===== config.mk =====
export PLATFORM = sky130hd
export DESIGN_NAME = uart_tx_arbiter
export DESIGN_NICKNAME = d
export VERILOG_FILES = /design/src/rtl/uart_tx_arbiter.sv
export SDC_FILE = /design/constraint.sdc
export NUM_CORES = 1
export LEC_CHECK = 0
export ABC_AREA = 0
export CAP_MARGIN = 20
export CORE_MARGIN = 5
export CORE_UTILIZATION = 52
export CTS_CLUSTER_DIAMETER = 40
export DETAILED_ROUTE_END_ITERATION = 8
export MAX_ROUTING_LAYER = met4
export PLACE_DENSITY = 0.86
export SLEW_MARGIN = 20
export SYNTH_ARGS = -nofsm -noshare
export SYNTH_HDL_FRONTEND = slang
export SYNTH_SLANG_ARGS = --single-unit

===== constraint.sdc =====
create_clock -name sys_clk -period 4 [get_ports sys_clk]
set_input_delay 0.8 -clock sys_clk [delete_from_list [all_inputs] [get_ports sys_clk]]
set_output_delay 0.8 -clock sys_clk [all_outputs]
set_load 0.02 [all_outputs]

===== src/rtl/uart_tx_arbiter.sv =====
// Four-way round-robin arbiter that feeds single bytes to a UART transmitter.
// After each byte is issued, it holds off new grants for one full frame time plus the idle gap.
module uart_tx_arbiter #(
  parameter int UART_BPS = 115200,
  parameter int CLK_FREQ = 50_000_000,
  parameter int GAP_BITS = 1
) (
  input  logic        sys_clk,
  input  logic        sys_rst,
  input  logic        tx_en,
  input  logic [3:0]  req,
  input  logic [31:0] req_data,
  output logic [3:0]  ack,
  output logic [7:0]  pi_data,
  output logic        pi_flag,
  output logic [1:0]  grant_id,
  output logic        busy
);

  localparam int BAUD_CNT_MAX = CLK_FREQ / UART_BPS;
  localparam int WAIT_CYCLES  = BAUD_CNT_MAX * (10 + GAP_BITS);
  localparam logic [19:0] CNT_END = 20'(WAIT_CYCLES - 2);

  typedef enum logic [1:0] {IDLE, SEND, WAIT} state_t;

  state_t      state_q, state_d;
  logic [19:0] cnt_q, cnt_d;
  logic [1:0]  last_q, last_d;
  logic [1:0]  grant_q, grant_d;
  logic [7:0]  data_q, data_d;
  logic [1:0]  win;
  logic        found;

  // The search starts at last+1 and ends at last itself, so a lone requester always wins.
  always_comb begin
    win   = last_q;
    found = 1'b0;
    for (int k = 1; k <= 4; k++) begin
      if (!found && req[last_q + 2'(k)]) begin
        win   = last_q + 2'(k);
        found = 1'b1;
      end
    end
  end

  always_comb begin
    state_d = state_q;
    cnt_d   = cnt_q;
    last_d  = last_q;
    grant_d = grant_q;
    data_d  = data_q;
    case (state_q)
      IDLE: begin
        if (tx_en && found) begin
          state_d = SEND;
          last_d  = win;
          grant_d = win;
          data_d  = req_data[{win, 3'b000} +: 8];
        end
      end
      SEND: begin
        state_d = WAIT;
        cnt_d   = '0;
      end
      WAIT: begin
        if (cnt_q == CNT_END) state_d = IDLE;
        else                  cnt_d   = cnt_q + 20'd1;
      end
      default: state_d = IDLE;
    endcase
  end

  always_ff @(posedge sys_clk) begin
    if (sys_rst) begin
      state_q <= IDLE;
      cnt_q   <= '0;
      last_q  <= 2'd3;
      grant_q <= '0;
      data_q  <= '0;
    end else begin
      state_q <= state_d;
      cnt_q   <= cnt_d;
      last_q  <= last_d;
      grant_q <= grant_d;
      data_q  <= data_d;
    end
  end

  assign pi_flag  = (state_q == SEND);
  assign ack      = pi_flag ? (4'b0001 << grant_q) : 4'b0000;
  assign pi_data  = data_q;
  assign grant_id = grant_q;
  assign busy     = (state_q != IDLE);

endmodule


==> summary.md, run 1 <==
| Metric | Value |
|---|---|
| Status | `finished, final reports clean` |
| Worst skew pair latency | `between 0.2 and 0.3 ns` |
| Total global routing overflow | `0` |
| CP Launch Type | `flip-flop` |
| Most frequent cells in the layout | `54 x clkdlybuf4s50_1, 34 x dfxtp_1, 24 x mux2i_1, 20 x nand2_1` |
| Setup slack, reg-to-reg | `1.82 ns` |
| Critical path, cell by cell | `nand2b_1, inv_2, and3_1, clkdlybuf4s50_1` |
| Dpl hpwl | `about 3600 um` |
| Pint | `roughly 600 uW` |
| Synth area leader | `dfxtp_1` |
| Max clock buf depth | `2` |
| Hold path endpoint | `cnt_q[15]` |
| First-pass GRT wire length | `8290 um` |
| Post-synth top area share | `34.3%` |
| WHS Path Cells | `2` |
| Core Box Area | `3690 um^2` |
| Crit path capture type | `primary output` |
| Most common cell after layout, fill and taps aside | `clkdlybuf4s50_1` |
| Post-Route Skew | `0.00781 ns` |
| Area Growth Syn to Fin | `32.7%` |
| Total CTS buffers | `5` |
| IO Pins | `55` |
| Synthesized area | `1990 um^2` |
| Routed wire length per instance | `14.6 um` |
| Largest net degree at the start of global routing | `24` |
| Die width | `71.8 um` |
| Peak supply drop | `0.175 mV` |
| Placed Instances | `321` |
| Slowest CP cell | `clkdlybuf4s50_1` |
| Setup_tns | `0 ns` |
| CP Class | `reg2out` |
| Drt drc | `0` |
| Clk pwr share | `31.8%` |
| Synth Area per Inst | `8.75 um^2` |
| Fin crit share | `65.9%` |
| Mapped Cells | `227` |
| Routed vias | `1890` |
| WP data arrival | `1.84 ns` |
| Register area share after synthesis | `34.3%` |
| Worst Path Max Fanout | `8` |
| Ys async rst share | `0%` |
| RSZ-0062 raised after global routing | `no` |
| Die H | `slightly above 70 um` |
| CTS tree | `yes` |
| Nets | `321` |
| Comb pwr share | `24.0%` |
| Initial DRC count | `~140` |
| Finished Core Util | `71.5%` |
| Hold Vio Cnt, Final | `0` |
| Synth area leaders | `dfxtp_1 34%, mux2i_1 12%, o221ai_2 6.0%` |
| Sw Pwr | `240 uW` |
| CP Buf/Inv Count | `2` |
| Fillers | `299` |
| Relative slew slack | `between 40% and 50%` |
| Initial antenna violation count | `0` |
| Register Area | `681 um^2` |
| Post-synthesis register bit count | `34` |
| Max incr delay on CP | `roughly 0.61 ns` |
| # clock sinks | `34` |
| TritonRoute pass-1 iters | `4` |
| H-tree levels | `2` |
| Post-CTS sizing | `0` |
| Worst slew pin tran | `0.895 ns` |
| Hold Path Class | `reg2reg` |
| Gpl congestion | `0.838` |
| Layout cell share with drive strength beyond 1 | `9.96%` |
| Yosys warnings | `0` |
| Tmin final | `2.64 ns` |
| Power per cell area | `318 nW/um^2` |
| IO buf count | `54` |
| Number of flops mapped to enable cells by yosys | `0` |
| Post-synth top flop | `dfxtp_1` |
| Final Max Tran Viols | `0` |
| Highest Clock Rate | `379 MHz` |
| Number of global-route vias before repair | `about 1800` |
| Area of the multi-input gates | `1230 um^2` |
| Synthesized net count | `between 200 and 300` |
| Final instance area | `approximately 2600 um^2` |
| Finished Layout Cells | `329` |
| # rows | `22` |
| Hold Startpoint | `cnt_q[15]` |
| FF-to-FF path depth | `7` |
| Worst-path clk slew | `0.07 ns` |
| CP top delay family | `buffers and inverters` |
| Reg2reg end | `cnt_q[15]` |
| Switching Share | `between 20% and 30%` |
| Synth unique cells | `between 40 and 50` |
| Die area | `~5200 um^2` |
| Final ANT Viol Nets | `0` |
| MaxCap Viol Count | `0` |
| RR Startpoint | `cnt_q[0]` |
| CTS root buf | `clkbuf_8` |
| Reg power frac | `around 44%` |
| Routed wire length | `4800 um` |
| Placed inst area | `2540 um^2` |
| # setup viols final | `0` |
| Cts hold-fix bufs | `0` |
| CP Data Required Time | `~3.2 ns` |
| Initial Utilization | `between 50% and 60%` |
| Diode count | `0` |
| Leakage | `0.000986 uW` |
| Post-CTS Setup Inserts | `0` |
| Vias/cell | `5.74` |
| GRT Overall Usage | `20.6%` |
cells in the mapped netlist (all sizes together) (2+ instances only):
master / number
a21oi: 10
a31oi: 3
and3: 4
and4: 2
buf: 6
clkbuf: 4
dfxtp: 34
ha: 2
inv: 6
mux2i: 24
nand2: 22
nand2b: 6
nand3: 12
nand3b: 9
nand4: 4
nor2: 12
nor2b: 2
nor3: 9
nor3b: 4
nor4: 4
nor4bb: 2
o211ai: 5
o21ai: 10
o221ai: 8
o41ai: 3
or2: 6
or3: 2
or4: 2
xnor2: 2
layout make-up:
cell class | count | area share (%)
Tap cell | 48 | 2.28
Sequential cell | 34 | 25.8
Timing Repair Buffer | 56 | 21.1
Inverter | 6 | 0.854
Multi-Input combinational cell | 177 | 46.5
Clock inverter | 1 | 0.190
Clock buffer | 7 | 3.27
per-layer routing:
layer	up-vias	wire, um	global-route usage, %
met1	864	2090	24.9
met3	8	375	6.59
met2	63	2250	32.3
met4	0	81	7.10
li1	955	-	-
met5	-	0	-
sequential cells by signal, indices dropped and copies added (netlist names):
name / flops
cnt_q: 20
pi_data: 8
grant_id: 2
last_q: 2
state_q: 2
cell families after synthesis:
family	synth area share, %
muxes	12.1
DFF	34.3
AOI/OAI and AO/OA	17.8
buffers and inverters	4.03
xor gates and xnor gates	0.882
and+or+nand+nor	29.7
adders and majority gates	1.26
worst reg2reg max path, cell delays in order, from the launching register on:
cell	delay, ns
dfxtp_1	0.36
inv_1	0.09
ha_1	0.15
nor4bb_1	0.31
nand4_1	0.20
o211ai_1	0.67
nor3_1	0.16
mux2i_1	0.15
how the worst max path moves through the flow:
stage	start	to	slack [ns]	cells past startpoint
after floorplan	req[1]	pi_data[0]	1.95	5
after global placement	req[1]	pi_data[7]	1.11	6
after detailed placement	req[1]	pi_data[5]	1.06	6
after CTS	state_q[0]	ack[3]	1.34	4
after global routing	req[1]	pi_data[7]	1.22	6
final	state_q[0]	ack[3]	1.36	4
power groups by stage:
| stage | registers [uW] | logic (uW) | clock network (uW) |
|---|---|---|---|
| 5_1_grt | 374 | 217 | 287 |
| 2_1_floorplan | 388 | 105 | 0 |
| 3_3_place_gp | 378 | 199 | 0 |
| 6_report | 371 | 201 | 266 |
| 3_5_place_dp | 378 | 201 | 0 |
| 4_1_cts | 371 | 202 | 272 |
metrics by stage:
| step | hold slack, ns | worst slack [ns] | power [uW] |
|---|---|---|---|
| global route | 0.529 | 1.22 | 878 |
| floorplan | 0.452 | 1.95 | 494 |
| detailed placement | 0.485 | 1.06 | 580 |
| CTS | 0.495 | 1.34 | 846 |
| finish | 0.493 | 1.36 | 838 |
| global placement | 0.477 | 1.11 | 578 |
Note: power is estimated with default switching activity, not from simulation.
==> run 2: changes to the inputs <==
CORE_UTILIZATION = 48   (was 52)
PLACE_DENSITY = 0.8   (was 0.86)
clock period = 2.54 ns   (was 4 ns; I/O delays follow)
==> summary.md, run 2 (same netlist as run 1, synthesis figures left out) <==
| Metric | Value |
|---|---|
| Most frequent cells in the layout | `54 x clkdlybuf4s50_1, 34 x dfxtp_1, 24 x mux2i_1, 20 x nand2_1 (unchanged)` |
| CP Launch Type | `flip-flop (unchanged)` |
| Hold Startpoint | `cnt_q[15] (unchanged)` |
| MaxCap Viol Count | `0 (unchanged)` |
| Placed inst area | `2580 um^2 (was 2540 um^2)` |
| Worst-path clk slew | `0.06 ns (was 0.07 ns)` |
| Initial antenna violation count | `0 (unchanged)` |
| Core Box Area | `4000 um^2 (was 3690 um^2)` |
| # setup viols final | `0 (unchanged)` |
| Finished Layout Cells | `333 (was 329)` |
| Largest Register | `cnt_q (unchanged)` |
| Reg power frac | `45.5% (was 44.3%)` |
| Worst skew pair latency | `0.28 ns (was 0.29 ns)` |
| Crit path capture type | `primary output (unchanged)` |
| Pint | `921 uW (was 598 uW)` |
| Highest Clock Rate | `426 MHz` |
| Post-Route Skew | `0.00526 ns (was 0.00781 ns)` |
| Tmin final | `~2.3 ns` |
| Final ANT Viol Nets | `0 (unchanged)` |
| Number of global-route vias before repair | `1849 (was 1812)` |
| Worst slew pin tran | `0.538 ns (was 0.895 ns)` |
| CP Data Required Time | `2.03 ns (was 3.20 ns)` |
| First-pass GRT wire length | `8290 um (unchanged)` |
| Die width | `74.3 um (was 71.8 um)` |
| Hold Vio Cnt, Final | `0 (unchanged)` |
| Total global routing overflow | `0 (unchanged)` |
| Die H | `74.3 um (was 71.8 um)` |
| H-tree levels | `2 (unchanged)` |
| Max clock buf depth | `2 (unchanged)` |
| IO Pins | `55 (unchanged)` |
| FF-to-FF path depth | `7 (unchanged)` |
| GRT Overall Usage | `20.1% (was 20.6%)` |
| Relative slew slack | `64.1% (was 40.1%)` |
| Status | `finished, final reports clean (unchanged)` |
| Routed wire length | `4850 um (was 4800 um)` |
| Diode count | `0 (unchanged)` |
| Routed wire length per instance | `14.6 um (about the same)` |
| Dpl hpwl | `3600 um (was 3640 um)` |
| Final instance area | `2660 um^2 (was 2640 um^2)` |
| Fillers | `331 (was 299)` |
| Post-CTS sizing | `0 (unchanged)` |
| Drt drc | `0 (unchanged)` |
| Nets | `324 (was 321)` |
| Post-CTS Setup Inserts | `0 (unchanged)` |
| Cts hold-fix bufs | `0 (unchanged)` |
| Layout cell share with drive strength beyond 1 | `10.2% (was 9.96%)` |
| Gpl congestion | `0.862 (was 0.838)` |
| Placed Instances | `326 (was 321)` |
| Largest net degree at the start of global routing | `33 (was 24)` |
| Vias/cell | `5.74 (about the same)` |
| CTS tree | `yes (unchanged)` |
| Total CTS buffers | `5 (unchanged)` |
| Leakage | `0.000995 uW (was 0.000986 uW)` |
| CP Class | `reg2out (unchanged)` |
| CTS root buf | `clkbuf_8 (unchanged)` |
| Max FFs per register | `20 (unchanged)` |
| RR Startpoint | `cnt_q[0] (unchanged)` |
| Peak supply drop | `0.217 mV (was 0.175 mV)` |
| Area Growth Syn to Fin | `33.8% (was 32.7%)` |
| Setup_tns | `0 ns (unchanged)` |
| TritonRoute pass-1 iters | `4 (unchanged)` |
| Most common cell after layout, fill and taps aside | `clkdlybuf4s50_1 (unchanged)` |
| IO buf count | `54 (unchanged)` |
| Initial Utilization | `49.7% (was 53.9%)` |
| WHS Path Cells | `2 (unchanged)` |
| Setup slack, reg-to-reg | `0.60 ns (was 1.82 ns)` |
| Initial DRC count | `145 (was 136)` |
| # rows | `23 (was 22)` |
| Power per cell area | `484 nW/um^2 (was 318 nW/um^2)` |
| Comb pwr share | `25.7% (was 24.0%)` |
| Die area | `5530 um^2 (was 5160 um^2)` |
| RSZ-0062 raised after global routing | `no (unchanged)` |
| Hold Path Class | `reg2reg (unchanged)` |
| # clock sinks | `34 (unchanged)` |
| Routed vias | `1912 (was 1890)` |
| Sw Pwr | `366 uW (was 240 uW)` |
| Finished Core Util | `66.5% (was 71.5%)` |
| Worst Path Max Fanout | `8 (unchanged)` |
| Switching Share | `28.5% (was 28.6%)` |
| Fin crit share | `92.4%` |
| Final Max Tran Viols | `0 (unchanged)` |
| Hold path endpoint | `cnt_q[15] (unchanged)` |
| Clk pwr share | `28.8% (was 31.8%)` |
| WP data arrival | `1.84 ns (about the same)` |
| Reg2reg end | `cnt_q[8] (was cnt_q[15])` |
-- run 2: cell count changes in the layout (fill, tap and decap cells not counted), sizes merged --
cell and change:
clkinv -1, buf +3
-- run 2: power by group through the flow --
| stage | clock network, uW | logic (uW) | registers [uW] |
|---|---|---|---|
| floorplan | 0 | 166 | 611 |
| global placement | 0 | 327 | 595 |
| detailed placement | 0 | 333 | 595 |
| CTS | 378 | 334 | 585 |
| global route | 401 | 360 | 589 |
| finish | 371 | 331 | 585 |
-- run 2: worst max-delay path: stages, from the launching register on --
cell,delay (ns)
dfxtp_1,0.34
nand2b_1,0.28
inv_2,0.16
nand2_1,0.07
nor2_1,0.09
clkdlybuf4s50_1,0.61
-- run 2: how the worst max path moves through the flow --
stage               startpoint          to  cells after the start
finish              state_q[1]      ack[1]                      5
global route        state_q[0]      ack[1]                      5
CTS                 state_q[1]      ack[1]                      5
detailed placement      req[1]  pi_data[2]                      6
global placement        req[1]  pi_data[2]                      6
floorplan               req[1]  pi_data[0]                      5
-- run 2: per-stage QoR --
step                total power [uW]  hold slack [ns]  setup slack (ns)
floorplan                        777            0.452             0.784
global placement                 923            0.476             0.267
detailed placement               928            0.481             0.217
CTS                             1300            0.490             0.165
global route                    1350            0.532            0.0194
finish                          1290            0.493             0.194
-- run 2: layout make-up --
class / instances / area [um^2] / area share, %
clock buffer: 7 / 76.3 / 2.87
inverter: 6 / 22.5 / 0.847
multi-input combinational: 177 / 1230 / 46.1
sequential: 34 / 681 / 25.6
tap: 50 / 62.6 / 2.35
timing repair buffer: 59 / 591 / 22.2
-- run 2: per-layer routing --
layer  global-route usage, %  wire, um  vias to the layer above
li1                        -         -                      959
met1                    24.5      2180                      869
met2                    29.4      2110                       73
met3                    8.38       446                       11
met4                    7.91       113                        0
met5                       -         0                        -
==> run 3: changes to the inputs <==
SLEW_MARGIN = 5   (was 20)
==> results of run 3 <==
No change in the layout: final DEF, timing and power equal those of run 2.
